`src/rtl/memory_arbiter_if.sv`:
```
// Request-path and RAM-path bundle for memory_arbiter.
//   slave  : arbiter side. It takes the CPU requests and the RAM response, and drives hits, loads and RAM controls.
//   master : environment side (request unit plus RAM model).
// Signals:
//   iREN/iaddr -> ihit/iload                  instruction fetch
//   dREN/dWEN/daddr/dstore -> dhit/dload      data access
//   ramREN/ramWEN/ramaddr/ramstore <- ramload/ramready   shared RAM
interface memory_arbiter_if;
    logic        iREN;
    logic [31:0] iaddr;
    logic        ihit;
    logic [31:0] iload;
    logic        dREN;
    logic        dWEN;
    logic [31:0] daddr;
    logic [31:0] dstore;
    logic        dhit;
    logic [31:0] dload;
    logic        ramREN;
    logic        ramWEN;
    logic [31:0] ramaddr;
    logic [31:0] ramstore;
    logic [31:0] ramload;
    logic        ramready;

    modport slave (
        input  iREN, iaddr, dREN, dWEN, daddr, dstore, ramload, ramready,
        output ihit, iload, dhit, dload, ramREN, ramWEN, ramaddr, ramstore
    );

    modport master (
        output iREN, iaddr, dREN, dWEN, daddr, dstore, ramload, ramready,
        input  ihit, iload, dhit, dload, ramREN, ramWEN, ramaddr, ramstore
    );
endinterface

```
`src/rtl/memory_arbiter.sv`:
```
// Single-port RAM arbiter between the instruction-fetch and data-access paths.
// Data requests have strict priority. The winning request is registered and
// driven to the RAM, and a one-cycle hit is returned. The block also handles
// halt and a RAM-response timeout.
// Ports:
//   CLK, nRST    clock; asynchronous active-low reset
//   halt         CPU halt; takes effect from IDLE or after DONE
//   busy         access in progress (not IDLE, not HALTED)
//   timeout_err  sticky timeout flag, cleared only by reset
//   bus          memory_arbiter_if.slave (request and RAM signals)
//
// state    | meaning
// ---------+----------------------------------------------------------
// IDLE     | waiting for a request; data beats halt beats instruction
// GRANT_D  | data access on the RAM, waiting for ramready or timeout
// GRANT_I  | instruction read on the RAM, waiting for ramready or timeout
// DONE     | hit pulse; requester turnaround, requests ignored
// HALTED   | absorbing; only reset leaves it
module memory_arbiter #(
    parameter int          TIMEOUT = 255,
    parameter logic [31:0] ERRWORD = 32'hBAD1BAD1
) (
    input  logic              CLK,
    input  logic              nRST,
    input  logic              halt,
    output logic              busy,
    output logic              timeout_err,
    memory_arbiter_if.slave   bus
);
    typedef enum logic [2:0] {
        S_IDLE, S_GRANT_D, S_GRANT_I, S_DONE, S_HALTED
    } state_t;

    localparam logic [7:0] TIMEOUT_C = 8'(TIMEOUT);

    state_t      state_q, state_d;
    logic        wr_q, wr_d;
    logic [31:0] addr_q, addr_d;
    logic [31:0] store_q, store_d;
    logic [7:0]  cnt_q, cnt_d;
    logic        ihit_q, ihit_d;
    logic        dhit_q, dhit_d;
    logic [31:0] iload_q, iload_d;
    logic [31:0] dload_q, dload_d;
    logic        terr_q, terr_d;

    always_ff @(posedge CLK or negedge nRST) begin
        if (!nRST) begin
            state_q <= S_IDLE;
            wr_q    <= 1'b0;
            addr_q  <= '0;
            store_q <= '0;
            cnt_q   <= '0;
            ihit_q  <= 1'b0;
            dhit_q  <= 1'b0;
            iload_q <= '0;
            dload_q <= '0;
            terr_q  <= 1'b0;
        end else begin
            state_q <= state_d;
            wr_q    <= wr_d;
            addr_q  <= addr_d;
            store_q <= store_d;
            cnt_q   <= cnt_d;
            ihit_q  <= ihit_d;
            dhit_q  <= dhit_d;
            iload_q <= iload_d;
            dload_q <= dload_d;
            terr_q  <= terr_d;
        end
    end

    always_comb begin
        state_d = state_q;
        wr_d    = wr_q;
        addr_d  = addr_q;
        store_d = store_q;
        cnt_d   = cnt_q;
        ihit_d  = 1'b0;
        dhit_d  = 1'b0;
        iload_d = iload_q;
        dload_d = dload_q;
        terr_d  = terr_q;

        case (state_q)
            S_IDLE: begin
                // A pending data request wins over halt so it is not lost.
                if (bus.dREN || bus.dWEN) begin
                    state_d = S_GRANT_D;
                    wr_d    = bus.dWEN;
                    addr_d  = bus.daddr;
                    store_d = bus.dstore;
                    cnt_d   = '0;
                end else if (halt) begin
                    state_d = S_HALTED;
                end else if (bus.iREN) begin
                    state_d = S_GRANT_I;
                    wr_d    = 1'b0;
                    addr_d  = bus.iaddr;
                    cnt_d   = '0;
                end
            end
            S_GRANT_D, S_GRANT_I: begin
                if (bus.ramready) begin
                    state_d = S_DONE;
                    if (state_q == S_GRANT_I) begin
                        ihit_d  = 1'b1;
                        iload_d = bus.ramload;
                    end else begin
                        dhit_d = 1'b1;
                        if (!wr_q) dload_d = bus.ramload;
                    end
                end else if (cnt_q == TIMEOUT_C) begin
                    state_d = S_DONE;
                    terr_d  = 1'b1;
                    if (state_q == S_GRANT_I) begin
                        ihit_d  = 1'b1;
                        iload_d = ERRWORD;
                    end else begin
                        dhit_d  = 1'b1;
                        dload_d = ERRWORD;
                    end
                end else if (cnt_q != 8'hFF) begin
                    cnt_d = cnt_q + 8'd1;
                end
            end
            S_DONE:   state_d = halt ? S_HALTED : S_IDLE;
            S_HALTED: state_d = S_HALTED;
            default:  state_d = S_IDLE;
        endcase
    end

    assign bus.ramREN   = (state_q == S_GRANT_I) || ((state_q == S_GRANT_D) && !wr_q);
    assign bus.ramWEN   = (state_q == S_GRANT_D) && wr_q;
    assign bus.ramaddr  = addr_q;
    assign bus.ramstore = store_q;
    assign bus.ihit     = ihit_q;
    assign bus.iload    = iload_q;
    assign bus.dhit     = dhit_q;
    assign bus.dload    = dload_q;
    assign busy         = (state_q != S_IDLE) && (state_q != S_HALTED);
    assign timeout_err  = terr_q;
endmodule

```
`src/flat_wrapper.sv`:
```
// flat-port wrapper written by rule: the top's interface ports become plain ports
module memory_arbiter_flat 
#(
    parameter int          TIMEOUT = 255,
    parameter logic [31:0] ERRWORD = 32'hBAD1BAD1
)
  (CLK, nRST, halt, busy, timeout_err, bus_iREN, bus_iaddr, bus_dREN, bus_dWEN, bus_daddr, bus_dstore, bus_ramload, bus_ramready, bus_ihit, bus_iload, bus_dhit, bus_dload, bus_ramREN, bus_ramWEN, bus_ramaddr, bus_ramstore);
  memory_arbiter_if bus_i ();
  input  logic CLK;
  input  logic nRST;
  input  logic halt;
  output logic busy;
  output logic timeout_err;
  input wire logic [$bits(bus_i.iREN)-1:0] bus_iREN;
  input wire logic [$bits(bus_i.iaddr)-1:0] bus_iaddr;
  input wire logic [$bits(bus_i.dREN)-1:0] bus_dREN;
  input wire logic [$bits(bus_i.dWEN)-1:0] bus_dWEN;
  input wire logic [$bits(bus_i.daddr)-1:0] bus_daddr;
  input wire logic [$bits(bus_i.dstore)-1:0] bus_dstore;
  input wire logic [$bits(bus_i.ramload)-1:0] bus_ramload;
  input wire logic [$bits(bus_i.ramready)-1:0] bus_ramready;
  output wire logic [$bits(bus_i.ihit)-1:0] bus_ihit;
  output wire logic [$bits(bus_i.iload)-1:0] bus_iload;
  output wire logic [$bits(bus_i.dhit)-1:0] bus_dhit;
  output wire logic [$bits(bus_i.dload)-1:0] bus_dload;
  output wire logic [$bits(bus_i.ramREN)-1:0] bus_ramREN;
  output wire logic [$bits(bus_i.ramWEN)-1:0] bus_ramWEN;
  output wire logic [$bits(bus_i.ramaddr)-1:0] bus_ramaddr;
  output wire logic [$bits(bus_i.ramstore)-1:0] bus_ramstore;
  assign bus_i.iREN = bus_iREN;
  assign bus_i.iaddr = bus_iaddr;
  assign bus_i.dREN = bus_dREN;
  assign bus_i.dWEN = bus_dWEN;
  assign bus_i.daddr = bus_daddr;
  assign bus_i.dstore = bus_dstore;
  assign bus_i.ramload = bus_ramload;
  assign bus_i.ramready = bus_ramready;
  assign bus_ihit = bus_i.ihit;
  assign bus_iload = bus_i.iload;
  assign bus_dhit = bus_i.dhit;
  assign bus_dload = bus_i.dload;
  assign bus_ramREN = bus_i.ramREN;
  assign bus_ramWEN = bus_i.ramWEN;
  assign bus_ramaddr = bus_i.ramaddr;
  assign bus_ramstore = bus_i.ramstore;
  memory_arbiter #(.TIMEOUT(TIMEOUT), .ERRWORD(ERRWORD)) u_core (.CLK(CLK), .nRST(nRST), .halt(halt), .busy(busy), .timeout_err(timeout_err), .bus(bus_i));
endmodule
```
`config.mk`:
```
export PLATFORM = sky130hd
export DESIGN_NAME = memory_arbiter_flat
export DESIGN_NICKNAME = d
export VERILOG_FILES = /design/src/rtl/memory_arbiter_if.sv /design/src/rtl/memory_arbiter.sv /design/src/flat_wrapper.sv
export SDC_FILE = /design/constraint.sdc
export NUM_CORES = 1
export LEC_CHECK = 0
export BUFFER_PORTS_ARGS = -buffer_cell sky130_fd_sc_hd__buf_2
export CORE_MARGIN = 1
export CORE_UTILIZATION = 35
export CTS_CLUSTER_SIZE = 20
export DETAILED_ROUTE_END_ITERATION = 10
export SYNTH_ARGS = -nofsm -noshare
export SYNTH_HDL_FRONTEND = slang
export SYNTH_SLANG_ARGS = --single-unit
export TNS_END_PERCENT = 1
```
`constraint.sdc`:
```
create_clock -name CLK -period 5.4 [get_ports CLK]
set_input_delay 0.54 -clock CLK [delete_from_list [all_inputs] [get_ports CLK]]
set_output_delay 0.54 -clock CLK [all_outputs]
set_load 0.01 [all_outputs]
```
After elaboration in Yosys (flattened, before gate mapping)

Cells that the tools add are included.

Bits in registers: 143
Output and inout port bits: 134
Input bits: 135
Logic and storage cells: 85

Reductions and logical operators: 19
Mux-type cells: 37
Add/sub/neg operators: 1
Bitwise logic cells: 2
Eq/ne operators: 16

Operator list:

| kind                                                                    | count |
|---|---|
| 32-bit two-way mux                                                      | 12 |
| 8-bit two-way mux                                                       | 6 |
| 3-bit two-way mux                                                       | 6 |
| 8-bit one-hot mux with 2 select lines                                   | 1 |
| 3-bit one-hot mux with 4 select lines                                   | 1 |
| 1-bit two-way mux                                                       | 11 |
| 3-bit by 2-bit inequality test with 1-bit output, second input constant | 3 |
| 3-bit AND reduction                                                     | 3 |
| 8-bit by 1-bit adder with 8-bit output, second input constant           | 1 |
| 8-bit == test, second input constant                                    | 1 |
| 8-bit inequality test, second input constant                            | 1 |
| 3-bit by 2-bit == test with 1-bit output, second input constant         | 2 |
| 2-bit inequality test, second input constant                            | 3 |
| 6-bit AND reduction                                                     | 1 |
| 2-bit nonzero test                                                      | 3 |
| 2-bit by 1-bit inequality test with 1-bit output, second input constant | 2 |
| 4-bit by 3-bit inequality test with 1-bit output, second input constant | 1 |
| 2-bit AND reduction                                                     | 2 |
| 4-bit AND reduction                                                     | 1 |
| 3-bit by 1-bit == test with 1-bit output, second input constant         | 1 |
| 3-bit == test, second input constant                                    | 1 |
| 1-bit logical AND                                                       | 3 |
| 3-bit zero test                                                         | 1 |
| 3-bit inequality test, second input constant                            | 1 |
| 5 further kinds                                                         | 7 |

Longest topological paths before layout

Depth after elaboration: 5
Mapped depth: 8
Mapped depth without buffers: 6

Worst setup path after synthesis

No wires, ideal clock.

Path type: register to output
Start: register u_core.wr_q
End: output port bus_ramWEN
Buffers on the path: 2
Data arrival time: 1.366 ns
Data required time: 4.860 ns
Stages on the path, launching flop included: 5
Path slack: 3.494 ns
Cell sequence: dfrtp_1 clkbuf_1 clkinv_1 clkbuf_1 nor3_1

Cells in the longest elaborated chain, start to end: 1

RTL lines:

| what                   | RTL line              | source |
|---|---|---|
| from (decl)            | memory_arbiter.sv:37  | `logic wr_q, wr_d;` |
| from (signal assigned) | memory_arbiter.sv:61  | `wr_q <= wr_d;` |
| 1-bit logical AND      | memory_arbiter.sv:134 | `assign bus.ramWEN = (state_q == S_GRANT_D) && wr_q;` |
| to (decl)              | flat_wrapper.sv:27    | `output wire logic [$bits(bus_i.ramWEN)-1:0] bus_ramWEN;` |

Every way passes these cells.

Worst setup path in the final report

Ends and elaborated chain as after synthesis.

==> impl_metrics.ini <==
[job]
maxCapViolations = 0

[sta]
fin_worst_skew_ps = 6.59
finalWorstSetupSlack_ps = 2580
min_period_ps = 2820
layout_worst_path_cycle_share = 0.522
slew_viol_final = 0
max-slew-margin-rel = 0.179
report.final.setup_viol = 0
worst_slew_pin_slew_ps = 1230
final_hold_viol_count = 0
rsz0062_at_grt = false
fmax_mhz = 355
timing.setup.tns_ps = 0

[cts]
numCtsBuffers = 17
post_cts_resized = 0
cts_hold_buf = 0
cts_root_buf = clkbuf_16
cts_max_path_buffers = 2
tritoncts_clock_tree = built
post_cts.repair.setup_buffers = 0
clock_transition_at_the_registers_of_the_reported_paths_ps = 60
htree_num_levels = 4
cts_sinks = 143
worst_skew_pair.late_latency_ps = 420

[floorplan]
io-pin-count = 269
rows = 47
die_h_um = 133
floorplan.initialDensity = 0.360
placeableCoreArea_um2 = 16600
fp.dieW_um = 133
die_area_um2 = 17600

[worst_setup_path]
cp_data_arrival_time_ps = 2280
worst-r2r-setup-slack_ps = 2980
slowest_stage = dfrtp_1
reg2regPathDepth = 6
critical_path_buf_inv_count = 2
worstPathMaxFanout = 19
timing.critical_path.cells = clkinv_1, nor3_1, buf_2
worst_r2r_endpoint = u_core.bus.iload[20]
worstReg2RegStart = u_core.cnt_q[0]
worst-setup-path-type = register to primary output
critPathRequiredTime_ps = 4860
setup.worst_path.start_class = register
cpPeakStageDelay_ps = 730
worst_setup_path_end_kind = primary output
family_of_cells_with_the_greatest_summed_delay_on_the_critical_path = buffers and inverters

[hold_path]
min_delay_path_class = primary input to async pin

[global_route]
gr-usage-all-layers = 0.196
global_route.overflow_total = 0
antenna_violations_before_repair = 1
grt_first_pass_wirelength_um = 26800
grt_max_degree = 84
grt_pass1_vias = 5010

[synthesis]
synth-edff-count = 0
yosysTopAreaCellShare = 0.598
synth_async_sr_flop_share = 1.00
postSynthAreaPerCell_um2 = 12.7
ys_seq_elements = 143
synth_area_um2 = 5990
syn_nets = 607
synth.largest_area_cell = dfrtp_1
synth.yosys.seq_area_share = 0.598
yosys-top-cells-area = dfrtp_1, a22o_1, mux2_2, mux2i_1, o22a_1
post_syn_instances = 471
yosysUniqueCellTypes = 44
synth-warning-count = 0
ys_dominant_reg_cell = dfrtp_1

[drt]
num_vias = 4863
detail_route.drc_violations = 0
detail_route.first_pass.iterations = 6
route.antenna.remaining_nets = 0
via_per_inst = 5.07
route.detailed.wl_per_inst_um = 17.3
wirelength_um = 16600
first_iter_violations = 204

[placement]
place.port_buffers = 268
post_dp_cell_area_um2 = 7480
gp_congestion = 0.767
dp_worst_setup_slack_ps = 2870
dp_hpwl_um = 12100

[finish]
p_r_area_growth_vs_syn_pct = 34.9
layout.nets = 863
final_common_cell = buf_2
n_fill_cell = 1542
final_cell_mix = buf_2, dfrtp_1, a22o_1, nand2_1, o21ai_0
diodes = 0
layout-drive-gt1-share = 0.465
layout.core_utilization = 0.485
layout.cell_area.non_filler_um2 = 8080

[power]
vdd.ir_drop.worst_uv = 265
p_per_area_nw_per_um2 = 633
p_leak_nw = 3.97

[status]
status = complete, no violations
==> synth_stat cells, types with 4 or more instances <==
library cell	number
nand2_1	35
nor3_1	4
a21oi_1	6
o22a_1	23
mux2i_1	32
a22o_1	43
dfrtp_1	143
o22ai_1	18
buf_2	11
nor2_1	6
mux2_2	32
a2bb2oi_1	18
clkbuf_1	16
o21ai_0	36
and3_1	5
==> where the power goes <==
group / internal (mW) / switching, mW
sequential: 1.58 / 0.343
clock: 0.702 / 0.472
combinational: 0.973 / 1.04
total: 3.26 / 1.86
==> metrics by stage <==
stage | hold WS [ps] | std cells | total power [mW]
2_1_floorplan | 244 | 471 | 3.16
3_3_place_gp | 458 | 928 | 3.91
3_5_place_dp | 463 | 928 | 3.99
4_1_cts | 193 | 960 | 5.18
5_1_grt | 212 | 960 | 5.48
6_report | 168 | 960 | 5.12
==> cell families after synthesis <==
kind of cell	after synthesis	synth area share
AND/OR/NAND/NOR	66	0.0529
AO/OA/AOI/OAI	159	0.200
adder cells (fa/ha/maj)	1	0.00209
buffers and inverters	38	0.0339
flip-flops	143	0.598
multiplexers	64	0.114
==> sequential cells by signal, summed over array words and instances (netlist names) <==
name	flops
u_core.bus.dhit	1
u_core.bus.ihit	1
u_core.wr_q	1
u_core.cnt_q	8
u_core.bus.ramstore	32
u_core.bus.dload	32
u_core.timeout_err	1
u_core.bus.iload	32
u_core.bus.ramaddr	32
u_core.state_q	3
==> worst reg2reg max path, delay by kind of cell, from the launching register on <==
family	cells	cell delay [ps]
DFF	1	410
buffers and inverters	1	300
adders and majority gates	1	240
AOI/OAI and AO/OA	2	560
and+or+nand+nor	2	800
==> worst max path at each step <==
| stage | from | end | slack, ps | cells after the start |
|---|---|---|---|---|
| 2_1_floorplan | u_core.wr_q | bus_ramWEN | 3490 | 4 |
| 3_5_place_dp | bus_ramready | u_core.bus.iload[13] | 2870 | 5 |
| 5_1_grt | u_core.wr_q | bus_ramWEN | 2390 | 3 |
| 3_3_place_gp | bus_ramready | u_core.bus.iload[20] | 2980 | 5 |
| 4_1_cts | u_core.wr_q | bus_ramWEN | 2560 | 3 |
| 6_report | u_core.wr_q | bus_ramWEN | 2580 | 3 |
==> area by class of cell <==
type | count | area (um2) | share of cell area
clock buffer | 19 | 443 | 0.0548
multi-input combinational | 290 | 2230 | 0.276
timing repair buffer | 271 | 1370 | 0.170
sequential | 143 | 3580 | 0.443
clock inverter | 13 | 154 | 0.0191
inverter | 4 | 27.5 | 0.00341
tap | 220 | 275 | 0.0341
==> routing by layer <==
| metal | global-route usage | routed length [um] |
|---|---|---|
| met1 | 0.246 | 6960 |
| met2 | 0.314 | 7890 |
| met3 | 0.0571 | 1350 |
| met4 | 0.0817 | 393 |
| met5 | 0 | 14 |
No activity file was read; power rests on OpenSTA's default activity.
